==> config.mk <==
export PLATFORM = sky130hd
export DESIGN_NAME = cipher_perf_harness_flat
export DESIGN_NICKNAME = d
export VERILOG_FILES = /design/src/rtl/cipher_perf_harness_if.sv /design/src/rtl/cipher_perf_harness.sv /design/src/flat_wrapper.sv
export SDC_FILE = /design/constraint.sdc
export NUM_CORES = 1
export LEC_CHECK = 0
export BUFFER_PORTS_ARGS = -buffer_cell sky130_fd_sc_hd__buf_2
export CAP_MARGIN = 25
export CORE_AREA = 2 2 211 213
export CTS_CLUSTER_SIZE = 40
export DETAILED_ROUTE_END_ITERATION = 6
export DIE_AREA = 0 0 213 215
export PLACE_DENSITY_LB_ADDON = 0.15
export SLEW_MARGIN = 10
export SYNTH_ARGS = -nofsm -noshare
export SYNTH_HDL_FRONTEND = slang
export SYNTH_SLANG_ARGS = --single-unit
==> constraint.sdc <==
create_clock -name clk -period 2.1 [get_ports clk]
set_input_delay 0.105 -clock clk [delete_from_list [all_inputs] [get_ports clk]]
set_output_delay 0.105 -clock clk [all_outputs]
set_load 0.01 [all_outputs]
==> src/rtl/cipher_perf_harness_if.sv <==
// Bus bundle between the cipher performance harness, the vector
// source, the result sink and the cipher unit under test.
//
// Ports (signals):
//   vec_*  : test vector handshake (valid/ready) and fields
//   uut_*  : drive and observe the cipher unit under test
//   res_*  : result record handshake (valid/ready) and fields
//   busy   : harness is processing a vector
// Modports:
//   master : the harness side
//   slave  : vector source / UUT / result sink side
interface cipher_perf_harness_if #(
    parameter int BLOCK_W = 64,
    parameter int KEY_W   = 80,
    parameter int ITER_W  = 16,
    parameter int CNT_W   = 32
);
    logic               vec_valid;
    logic               vec_ready;
    logic [BLOCK_W-1:0] vec_block;
    logic [KEY_W-1:0]   vec_key;
    logic [BLOCK_W-1:0] vec_expected;
    logic [1:0]         vec_mode;
    logic [ITER_W-1:0]  vec_iters;

    logic               uut_rst;
    logic               uut_ce;
    logic [BLOCK_W-1:0] uut_block_i;
    logic [KEY_W-1:0]   uut_key;
    logic               uut_encdec;
    logic [BLOCK_W-1:0] uut_block_o;
    logic               uut_end;

    logic               res_valid;
    logic               res_ready;
    logic [BLOCK_W-1:0] res_block;
    logic [CNT_W-1:0]   res_cycles;
    logic               res_pass;
    logic               res_timeout;
    logic               busy;

    modport master (
        input  vec_valid, vec_block, vec_key,
        input  vec_expected, vec_mode, vec_iters,
        output vec_ready,
        output uut_rst, uut_ce, uut_block_i,
        output uut_key, uut_encdec,
        input  uut_block_o, uut_end,
        output res_valid, res_block, res_cycles,
        output res_pass, res_timeout, busy,
        input  res_ready
    );

    modport slave (
        output vec_valid, vec_block, vec_key,
        output vec_expected, vec_mode, vec_iters,
        input  vec_ready,
        input  uut_rst, uut_ce, uut_block_i,
        input  uut_key, uut_encdec,
        output uut_block_o, uut_end,
        input  res_valid, res_block, res_cycles,
        input  res_pass, res_timeout, busy,
        output res_ready
    );
endinterface

==> src/rtl/cipher_perf_harness.sv <==
// Block-cipher test sequencer: accepts a vector, runs the UUT for a
// number of chained passes, counts active cycles, reports a record.
//
// Ports:
//   clk : system clock
//   rst : asynchronous reset, active-low
//   bus : cipher_perf_harness_if.master (vec_*, uut_*, res_*, busy)
module cipher_perf_harness #(
    parameter int BLOCK_W    = 64,
    parameter int KEY_W      = 80,
    parameter int ITER_W     = 16,
    parameter int CNT_W      = 32,
    parameter int RST_CYCLES = 4,
    parameter int TIMEOUT    = 4096
) (
    input logic clk,
    input logic rst,
    cipher_perf_harness_if.master bus
);

    localparam int RC_W = (RST_CYCLES > 1) ? $clog2(RST_CYCLES) : 1;
    localparam int PC_W = $clog2(TIMEOUT + 1);

    typedef enum logic [2:0] {
        IDLE,
        RSTU,
        RUN,
        CAPT,
        REPORT
    } state_t;

    state_t             state_q, state_d;
    logic               rt_q;
    logic               dec_q;
    logic               encdec_q;
    logic               to_q;
    logic [BLOCK_W-1:0] block_i_q;
    logic [BLOCK_W-1:0] orig_q;
    logic [BLOCK_W-1:0] exp_q;
    logic [BLOCK_W-1:0] res_block_q;
    logic [KEY_W-1:0]   key_q;
    logic [ITER_W-1:0]  iter_q;
    logic [CNT_W-1:0]   cyc_q;
    logic [PC_W-1:0]    pass_q;
    logic [RC_W-1:0]    rc_q;

    logic               rst_done;
    logic               pass_hit;
    logic               rt_turn;
    logic               last_pass;
    logic               match;

    assign rst_done  = (rc_q == RC_W'(RST_CYCLES - 1));
    // This RUN cycle is the TIMEOUT-th of the pass.
    assign pass_hit  = (pass_q == PC_W'(TIMEOUT - 1));
    // Round-trip encrypt half: decrypt half follows without
    // consuming an iteration.
    assign rt_turn   = rt_q && !encdec_q;
    assign last_pass = (iter_q == ITER_W'(1));
    assign match     = (res_block_q == (rt_q ? orig_q : exp_q));

    always_comb begin
        state_d         = state_q;
        bus.vec_ready   = 1'b0;
        bus.busy        = 1'b1;
        bus.uut_rst     = 1'b0;
        bus.uut_ce      = 1'b0;
        bus.res_valid   = 1'b0;
        bus.res_pass    = 1'b0;
        unique case (state_q)
            IDLE: begin
                bus.vec_ready = 1'b1;
                bus.busy      = 1'b0;
                bus.uut_rst   = 1'b1;
                if (bus.vec_valid) state_d = RSTU;
            end
            RSTU: begin
                bus.uut_rst = 1'b1;
                if (rst_done) state_d = RUN;
            end
            RUN: begin
                bus.uut_ce = 1'b1;
                if (bus.uut_end)   state_d = CAPT;
                else if (pass_hit) state_d = REPORT;
            end
            CAPT: begin
                if (rt_turn)        state_d = RSTU;
                else if (last_pass) state_d = REPORT;
                else                state_d = RSTU;
            end
            REPORT: begin
                bus.uut_rst   = 1'b1;
                bus.res_valid = 1'b1;
                bus.res_pass  = !to_q && match;
                if (bus.res_ready) state_d = IDLE;
            end
            default: state_d = IDLE;
        endcase
    end

    always_ff @(posedge clk or negedge rst) begin
        if (!rst) begin
            state_q     <= IDLE;
            rt_q        <= 1'b0;
            dec_q       <= 1'b0;
            encdec_q    <= 1'b0;
            to_q        <= 1'b0;
            block_i_q   <= '0;
            orig_q      <= '0;
            exp_q       <= '0;
            res_block_q <= '0;
            key_q       <= '0;
            iter_q      <= '0;
            cyc_q       <= '0;
            pass_q      <= '0;
            rc_q        <= '0;
        end else begin
            state_q <= state_d;
            rc_q    <= (state_q == RSTU) ? rc_q + RC_W'(1) : '0;
            unique case (state_q)
                IDLE: begin
                    if (bus.vec_valid) begin
                        block_i_q <= bus.vec_block;
                        orig_q    <= bus.vec_block;
                        exp_q     <= bus.vec_expected;
                        key_q     <= bus.vec_key;
                        rt_q      <= (bus.vec_mode == 2'b10);
                        dec_q     <= (bus.vec_mode == 2'b01);
                        encdec_q  <= (bus.vec_mode == 2'b01);
                        iter_q    <= (bus.vec_iters == '0)
                                   ? ITER_W'(1) : bus.vec_iters;
                        cyc_q     <= '0;
                        to_q      <= 1'b0;
                    end
                end
                RSTU: pass_q <= '0;
                RUN: begin
                    if (!(&cyc_q)) cyc_q <= cyc_q + CNT_W'(1);
                    pass_q <= pass_q + PC_W'(1);
                    if (!bus.uut_end && pass_hit) to_q <= 1'b1;
                end
                CAPT: begin
                    res_block_q <= bus.uut_block_o;
                    block_i_q   <= bus.uut_block_o;
                    if (rt_turn) begin
                        encdec_q <= 1'b1;
                    end else begin
                        iter_q   <= iter_q - ITER_W'(1);
                        encdec_q <= dec_q;
                    end
                end
                default: ;
            endcase
        end
    end

    assign bus.uut_block_i = block_i_q;
    assign bus.uut_key     = key_q;
    assign bus.uut_encdec  = encdec_q;
    assign bus.res_block   = res_block_q;
    assign bus.res_cycles  = cyc_q;
    assign bus.res_timeout = to_q;

endmodule

==> src/flat_wrapper.sv <==
// flat-port wrapper written by rule: the top's interface ports become plain ports
module cipher_perf_harness_flat 
#(
    parameter int BLOCK_W    = 64,
    parameter int KEY_W      = 80,
    parameter int ITER_W     = 16,
    parameter int CNT_W      = 32,
    parameter int RST_CYCLES = 4,
    parameter int TIMEOUT    = 4096
)
  (clk, rst, bus_vec_valid, bus_vec_block, bus_vec_key, bus_vec_expected, bus_vec_mode, bus_vec_iters, bus_vec_ready, bus_uut_rst, bus_uut_ce, bus_uut_block_i, bus_uut_key, bus_uut_encdec, bus_uut_block_o, bus_uut_end, bus_res_valid, bus_res_block, bus_res_cycles, bus_res_pass, bus_res_timeout, bus_busy, bus_res_ready);
  cipher_perf_harness_if #(.BLOCK_W(BLOCK_W), .KEY_W(KEY_W), .ITER_W(ITER_W), .CNT_W(CNT_W)) bus_i ();
  input logic clk;
  input logic rst;
  input wire logic [$bits(bus_i.vec_valid)-1:0] bus_vec_valid;
  input wire logic [$bits(bus_i.vec_block)-1:0] bus_vec_block;
  input wire logic [$bits(bus_i.vec_key)-1:0] bus_vec_key;
  input wire logic [$bits(bus_i.vec_expected)-1:0] bus_vec_expected;
  input wire logic [$bits(bus_i.vec_mode)-1:0] bus_vec_mode;
  input wire logic [$bits(bus_i.vec_iters)-1:0] bus_vec_iters;
  output wire logic [$bits(bus_i.vec_ready)-1:0] bus_vec_ready;
  output wire logic [$bits(bus_i.uut_rst)-1:0] bus_uut_rst;
  output wire logic [$bits(bus_i.uut_ce)-1:0] bus_uut_ce;
  output wire logic [$bits(bus_i.uut_block_i)-1:0] bus_uut_block_i;
  output wire logic [$bits(bus_i.uut_key)-1:0] bus_uut_key;
  output wire logic [$bits(bus_i.uut_encdec)-1:0] bus_uut_encdec;
  input wire logic [$bits(bus_i.uut_block_o)-1:0] bus_uut_block_o;
  input wire logic [$bits(bus_i.uut_end)-1:0] bus_uut_end;
  output wire logic [$bits(bus_i.res_valid)-1:0] bus_res_valid;
  output wire logic [$bits(bus_i.res_block)-1:0] bus_res_block;
  output wire logic [$bits(bus_i.res_cycles)-1:0] bus_res_cycles;
  output wire logic [$bits(bus_i.res_pass)-1:0] bus_res_pass;
  output wire logic [$bits(bus_i.res_timeout)-1:0] bus_res_timeout;
  output wire logic [$bits(bus_i.busy)-1:0] bus_busy;
  input wire logic [$bits(bus_i.res_ready)-1:0] bus_res_ready;
  assign bus_i.vec_valid = bus_vec_valid;
  assign bus_i.vec_block = bus_vec_block;
  assign bus_i.vec_key = bus_vec_key;
  assign bus_i.vec_expected = bus_vec_expected;
  assign bus_i.vec_mode = bus_vec_mode;
  assign bus_i.vec_iters = bus_vec_iters;
  assign bus_vec_ready = bus_i.vec_ready;
  assign bus_uut_rst = bus_i.uut_rst;
  assign bus_uut_ce = bus_i.uut_ce;
  assign bus_uut_block_i = bus_i.uut_block_i;
  assign bus_uut_key = bus_i.uut_key;
  assign bus_uut_encdec = bus_i.uut_encdec;
  assign bus_i.uut_block_o = bus_uut_block_o;
  assign bus_i.uut_end = bus_uut_end;
  assign bus_res_valid = bus_i.res_valid;
  assign bus_res_block = bus_i.res_block;
  assign bus_res_cycles = bus_i.res_cycles;
  assign bus_res_pass = bus_i.res_pass;
  assign bus_res_timeout = bus_i.res_timeout;
  assign bus_busy = bus_i.busy;
  assign bus_i.res_ready = bus_res_ready;
  cipher_perf_harness #(.BLOCK_W(BLOCK_W), .KEY_W(KEY_W), .ITER_W(ITER_W), .CNT_W(CNT_W), .RST_CYCLES(RST_CYCLES), .TIMEOUT(TIMEOUT)) u_core (.clk(clk), .rst(rst), .bus(bus_i));
endmodule
Word-level counts from Yosys, hierarchy flattened

Cells that the tools add are included.

Add/subtract/negate cells: 4
Eq/ne operators: 17
Mux-type cells: 32
Reduce and logical (&&, ||, !) cells: 19

Operators by type and width:

| cell                  | count |
|---|---|
| $mux 64               | 2 |
| $pmux 64 s2           | 1 |
| $eq 64x64->1          | 1 |
| $mux 32               | 2 |
| $pmux 32 s2           | 1 |
| $mux 16               | 3 |
| $add 32x1->32 const B | 1 |
| $pmux 16 s2           | 1 |
| $reduce_and 32->1     | 1 |
| $pmux 13 s2           | 1 |
| $mux 3                | 7 |
| $eq 16x1->1 const B   | 1 |
| $logic_not 16->1      | 1 |
| $sub 16x1->16 const B | 1 |
| $pmux 3 s5            | 1 |
| $add 13x1->13 const B | 1 |
| $eq 13x12->1 const B  | 1 |
| $mux 1                | 10 |
| $reduce_and 3->1      | 3 |
| $ne 2x2->1 const B    | 4 |
| $eq 3x2->1 const B    | 2 |
| $reduce_bool 2->1     | 3 |
| $eq 2x2->1 const B    | 2 |
| $ne 2x1->1 const B    | 2 |
| other kinds (13)      | 19 |

Register bits after elaboration: 406
Input port bits: 295
Output and inout port bits: 248
Word-level logic and storage cells: 86

Depth between registers and ports, before layout

Depth in word-level cells: 4
Gate-level depth with buffers: 9
Depth with buffers taken out: 7

Worst setup path before layout

OpenSTA, ideal clock, no wires.

Path type: reg-to-reg
From: register u_core.cyc_q[0] (netlist: u_core.bus.res_cycles[0])
To: register u_core.cyc_q[22] (netlist: u_core.bus.res_cycles[22])
Library setup time: 0.121 ns
Arrival time: 1.975 ns
Required time: 1.979 ns
Setup slack: 0.003 ns
Stages on the path, launching flop included: 8
Buffers on the path: 0
Period minus slack after synthesis: 2.097 ns
Cell sequence: dfrtp_1 ha_1 nand4_1 or4_4 a211oi_4 nand4_1 xor2_1 nor2_2

Longest elaborated chain between the ends: 3
Elaborated cells on any way between the ends: 6
Those cells by class: 1 x add/sub; 1 x eq/ne; 2 x mux; 2 x reduce/logical

Ends and longest elaborated chain:

| item                                                      | line                       | text |
|---|---|---|
| start: declaration                                        | cipher_perf_harness.sv:43  | `logic [CNT_W-1:0] cyc_q;` |
| start signal: assignment                                  | cipher_perf_harness.sv:138 | `if (!(&cyc_q)) cyc_q <= cyc_q + CNT_W'(1);` |
| $add 32x1->32 / $reduce_and 32->1 (equally long branches) | cipher_perf_harness.sv:138 |  |
| $mux 32 / $ne 2x2->1 (equally long branches)              | n/a                        |  |
| $pmux 32 s2 / $reduce_and 3->1 (equally long branches)    | n/a                        |  |

Several ways; a longest one is shown, not always the timed one. The select of a mux whose other input is x is not followed.
A chain may end at the register's enable or synchronous reset.

Worst setup path in the final report

From: register u_core.rt_q
To: output port bus_res_pass

Longest elaborated chain between the ends: 4

Ends and longest elaborated chain:

| item                     | line                       | text |
|---|---|---|
| start: declaration       | cipher_perf_harness.sv:33  | `logic rt_q;` |
| start signal: assignment | cipher_perf_harness.sv:127 | `rt_q <= (bus.vec_mode == 2'b10);` |
| $mux 64                  | cipher_perf_harness.sv:60  | `assign match = (res_block_q == (rt_q ? orig_q : exp_q));` |
| $eq 64x64->1             | cipher_perf_harness.sv:60  |  |
| $logic_and 1x1->1        | cipher_perf_harness.sv:94  | `bus.res_pass = !to_q && match;` |
| $mux 1                   | cipher_perf_harness.sv:70  | `unique case (state_q)` |
| end: declaration         | flat_wrapper.sv:32         | `output wire logic [$bits(bus_i.res_pass)-1:0] bus_res_pass;` |

No other way between the ends.

==> results.sh <==
export IMPL_status="complete, but fails checks"
export IMPL_violations="negative setup slack"
export IMPL_max_freq_ghz=0.327
export IMPL_required_ps=2000
export IMPL_die_y_um=215
export IMPL_synth_mux_area_fraction_pct=7.54
export IMPL_grt_antenna_before_repair=7
export IMPL_synthCells=1955
export IMPL_worstMarginPinSlew_ps=656
export IMPL_synth_top_flop_cell="dfrtp_1"
export IMPL_rrSetupSlack_ps=20
export IMPL_cts_tree="built"
export IMPL_syn_area_um2=17900
export IMPL_synthAdderAreaFrac_pct=0.349
export IMPL_max_cap_viol_count=0
export IMPL_setup_slack_ps=-961
export IMPL_place_gp_congestion=0.903
export IMPL_syn_nets=2255
export IMPL_synth_yosys_seq_area_share_pct=56.6
export IMPL_fin_crit_sh_pct=146
export IMPL_async_flop_share_pct=100
export IMPL_gr_usage_all_layers_pct=28.9
export IMPL_drive_above_1_share_pct=27.9
export IMPL_finalHoldViolCount=0
export IMPL_r2r_cells=8
export IMPL_max_vdd_ir_drop_uv=873
export IMPL_initial_core_util_pct=41.1
export IMPL_grt_max_degree=122
export IMPL_holdCritPathClass="in -> async"
export IMPL_synth_top_family_by_area="simple AND/OR/NAND/NOR gates"
export IMPL_clkSinkCount=406
export IMPL_drc=0
export IMPL_crit_path_end_kind="output port"
export IMPL_synth_seq_cells=406
export IMPL_ys_types=62
export IMPL_finalSetupViolCount=1
export IMPL_synth_compound_area_share_pct=5.08
export IMPL_die_area_um2=45800
export IMPL_rsz0062_at_grt="yes"
export IMPL_wl_per_cell_um=19.1
export IMPL_drt_iter0_drc=1211
export IMPL_pre_cts_ws_ps=-625
export IMPL_drt_pass1_iter_count=5
export IMPL_p_per_area_nw_per_um2=1390
export IMPL_vias=17802
export IMPL_postSynthAreaPerCell_um2=9.18
export IMPL_gr_total_overflow=0
export IMPL_slew_limit_headroom_pct=56.3
export IMPL_timing_rr_start="u_core.state_q[0]$_DFFE_PN0P_"
export IMPL_cts_root_buffer="clkbuf_16"
export IMPL_insertion_delay_ps=590
export IMPL_coreArea_um2=43600
export IMPL_cp_data_arrival_time_ps=2960
export IMPL_final_nets=3188
export IMPL_cts_buffer_depth=3
export IMPL_clock_skew_ps=19.7
export IMPL_synth_edf_count=0
export IMPL_worst_setup_path_start_kind="flop"
export IMPL_htreeDepth=2
export IMPL_fin_setup_tns_ps=-961
export IMPL_first_global_vias=18294
export IMPL_dp_hpwl_um=46400
export IMPL_cts_made_buffers=46
export IMPL_worstPathMaxFanout=6
export IMPL_synthXorXnorAreaFrac_pct=3.56
export IMPL_syn2layout_area_growth_pct=52.4
export IMPL_drv_slew=0
export IMPL_grt_pass1_wl_um=103000
export IMPL_final_cells=3525
export IMPL_r2r_end="u_core.bus.uut_encdec$_DFFE_PN0P_"
export IMPL_drtAntennaViolNets=0
export IMPL_crit_type="reg -> out"
export IMPL_totalWireLength_um=67400
export IMPL_p_leak_nw=14.4
export IMPL_vias_per_cell=5.05
export IMPL_die_w_um=213
export IMPL_io_buffers=542
export IMPL_nFillCells=3573
export IMPL_layout_min_cycle_time_ps=3060
export IMPL_dp_cells=3114
export IMPL_yosys_area_share_simple_pct=24.1
export IMPL_num_rows=77
export IMPL_clk_pin_slew_ps=70
export IMPL_ys_warn_count=0
export IMPL_io_pins=543
==> critical path, cell delays in order, from the launching register on <==
cell and delay, ps:
dfrtp_4 520, buf_12 160, buf_16 150, buf_6 130, mux2i_1 160, xor2_1 310
nand4_1 160, nor2_1 130, nand4_1 130, nor4_4 320, buf_2 190
==> registers in the layout (all words and copies together), names as in the netlist <==
name / flops
u_core.rc_q: 2
u_core.bus.uut_key: 80
u_core.orig_q: 64
u_core.exp_q: 64
u_core.state_q: 3
u_core.rt_q: 1
u_core.pass_q: 13
u_core.bus.res_timeout: 1
u_core.iter_q: 16
u_core.bus.uut_block_i: 64
u_core.dec_q: 1
u_core.bus.uut_encdec: 1
u_core.bus.res_cycles: 32
u_core.bus.res_block: 64
==> how the worst max path moves through the flow <==
stage | start | endpoint | cells past startpoint
floorplan | u_core.bus.res_cycles[0]$_DFFE_PN0P_ | u_core.bus.res_cycles[22]$_DFFE_PN0P_ | 7
global placement | u_core.rt_q$_DFFE_PN0P_ | bus_res_pass | 8
detailed placement | u_core.rt_q$_DFFE_PN0P_ | bus_res_pass | 8
CTS | u_core.rt_q$_DFFE_PN0P_ | bus_res_pass | 9
global route | u_core.rt_q$_DFFE_PN0P_ | bus_res_pass | 10
finish | u_core.rt_q$_DFFE_PN0P_ | bus_res_pass | 10
==> stage by stage <==
step                      area, um2  power [W]  hold slack, ps  util, %
after floorplan               17900     0.0212            -191        -
after global placement        22300     0.0278             126     51.1
after detailed placement      22300     0.0281             133     51.1
after CTS                     27200     0.0380            66.3     62.3
after global routing          27300     0.0405             107     62.7
final                         27300     0.0381            87.9     62.7
==> where the power goes <==
part           internal, W  switching, W
Clock              0.00530       0.00347
Combinational      0.00673       0.00856
Sequential          0.0112       0.00282
Total               0.0233        0.0149
==> layout by cell type (no fill, tap or decap), types with 48 or more instances in the layout <==
cell / instances
nand2_1: 865
buf_2: 541
dfrtp_1: 405
dlygate4sd3_1: 293
mux2i_1: 132
buf_4: 111
o21ai_0: 92
nor2_1: 63
xor2_1: 50
clkbuf_16: 48
==> repair_timing <==
| item | 4_1_cts | 5_1_grt |
|---|---|---|
| endpoints found under the hold margin | 550 | 0 |
| endpoints found under the setup margin | 3 | 67 |
| hold buffers | 293 | 0 |
| setup buffers | 15 | 6 |
| gates resized for setup | 23 | 17 |
| gates cloned | 3 | 1 |
| pin swaps | 13 | 9 |
==> logic make-up (layout without fill, tap and decap cells) <==
logic type                 count (synthesis)  in the layout
and+or+nand+nor                         1063           1063
DFF                                      406            406
AOI/OAI and AO/OA                        158            158
muxes                                    135            135
buffers and inverters                    115           1086
xor gates and xnor gates                  73             73
adders and majority gates                  5              5
other                                      0              7
==> synthesized netlist by cell type (2+ instances only) <==
library cell	number	area, um2
buf_4	4	30.0
a22oi_1	2	15.0
dfrtp_1	406	10200
nand3_1	24	120
nor4b_1	2	17.5
a22o_1	3	26.3
nand4_1	23	144
nor3_1	30	150
nor2_2	4	25.0
inv_1	11	41.3
o21ai_0	92	460
xor2_1	50	438
buf_1	4	15.0
nand3b_1	4	30.0
nor2b_1	2	12.5
o41ai_1	2	17.5
mux2i_1	134	1340
clkbuf_1	62	233
nand2_1	866	3250
buf_2	33	165
a41oi_1	2	17.5
o22ai_1	10	62.6
and2_1	2	12.5
xnor2_1	23	201
a31oi_1	3	18.8
and3_1	7	43.8
ha_1	5	62.6
or3_1	3	18.8
nand2b_1	4	25.0
or2_2	2	12.5
nor2_1	64	240
and4_1	2	17.5
a221oi_1	4	35.0
nor4_2	2	25.0
nor4_1	12	75.1
a21oi_1	26	130
==> metal layers <==
| layer | wire, um | GRT usage, % | vias to the layer above |
|---|---|---|---|
| met5 | 14 | 0 | - |
| met4 | 2850 | 12.3 | 2 |
| met3 | 4600 | 6.18 | 172 |
| met2 | 32700 | 48.1 | 757 |
| met1 | 27300 | 36.2 | 8634 |
| li1 | - | - | 8237 |
==> cell type report <==
cell class / count / area (um2) / share of cell area, %
Sequential cell: 406 / 10200 / 37.2
Multi-Input combinational cell: 1434 / 7400 / 27.1
Timing Repair Buffer: 989 / 7320 / 26.8
Clock buffer: 59 / 1310 / 4.80
Tap cell: 592 / 741 / 2.71
Clock inverter: 27 / 353 / 1.29
Inverter: 11 / 43.8 / 0.160
Antenna cell: 7 / 17.5 / 0.0641
Note: power is estimated with default switching activity, not from simulation.
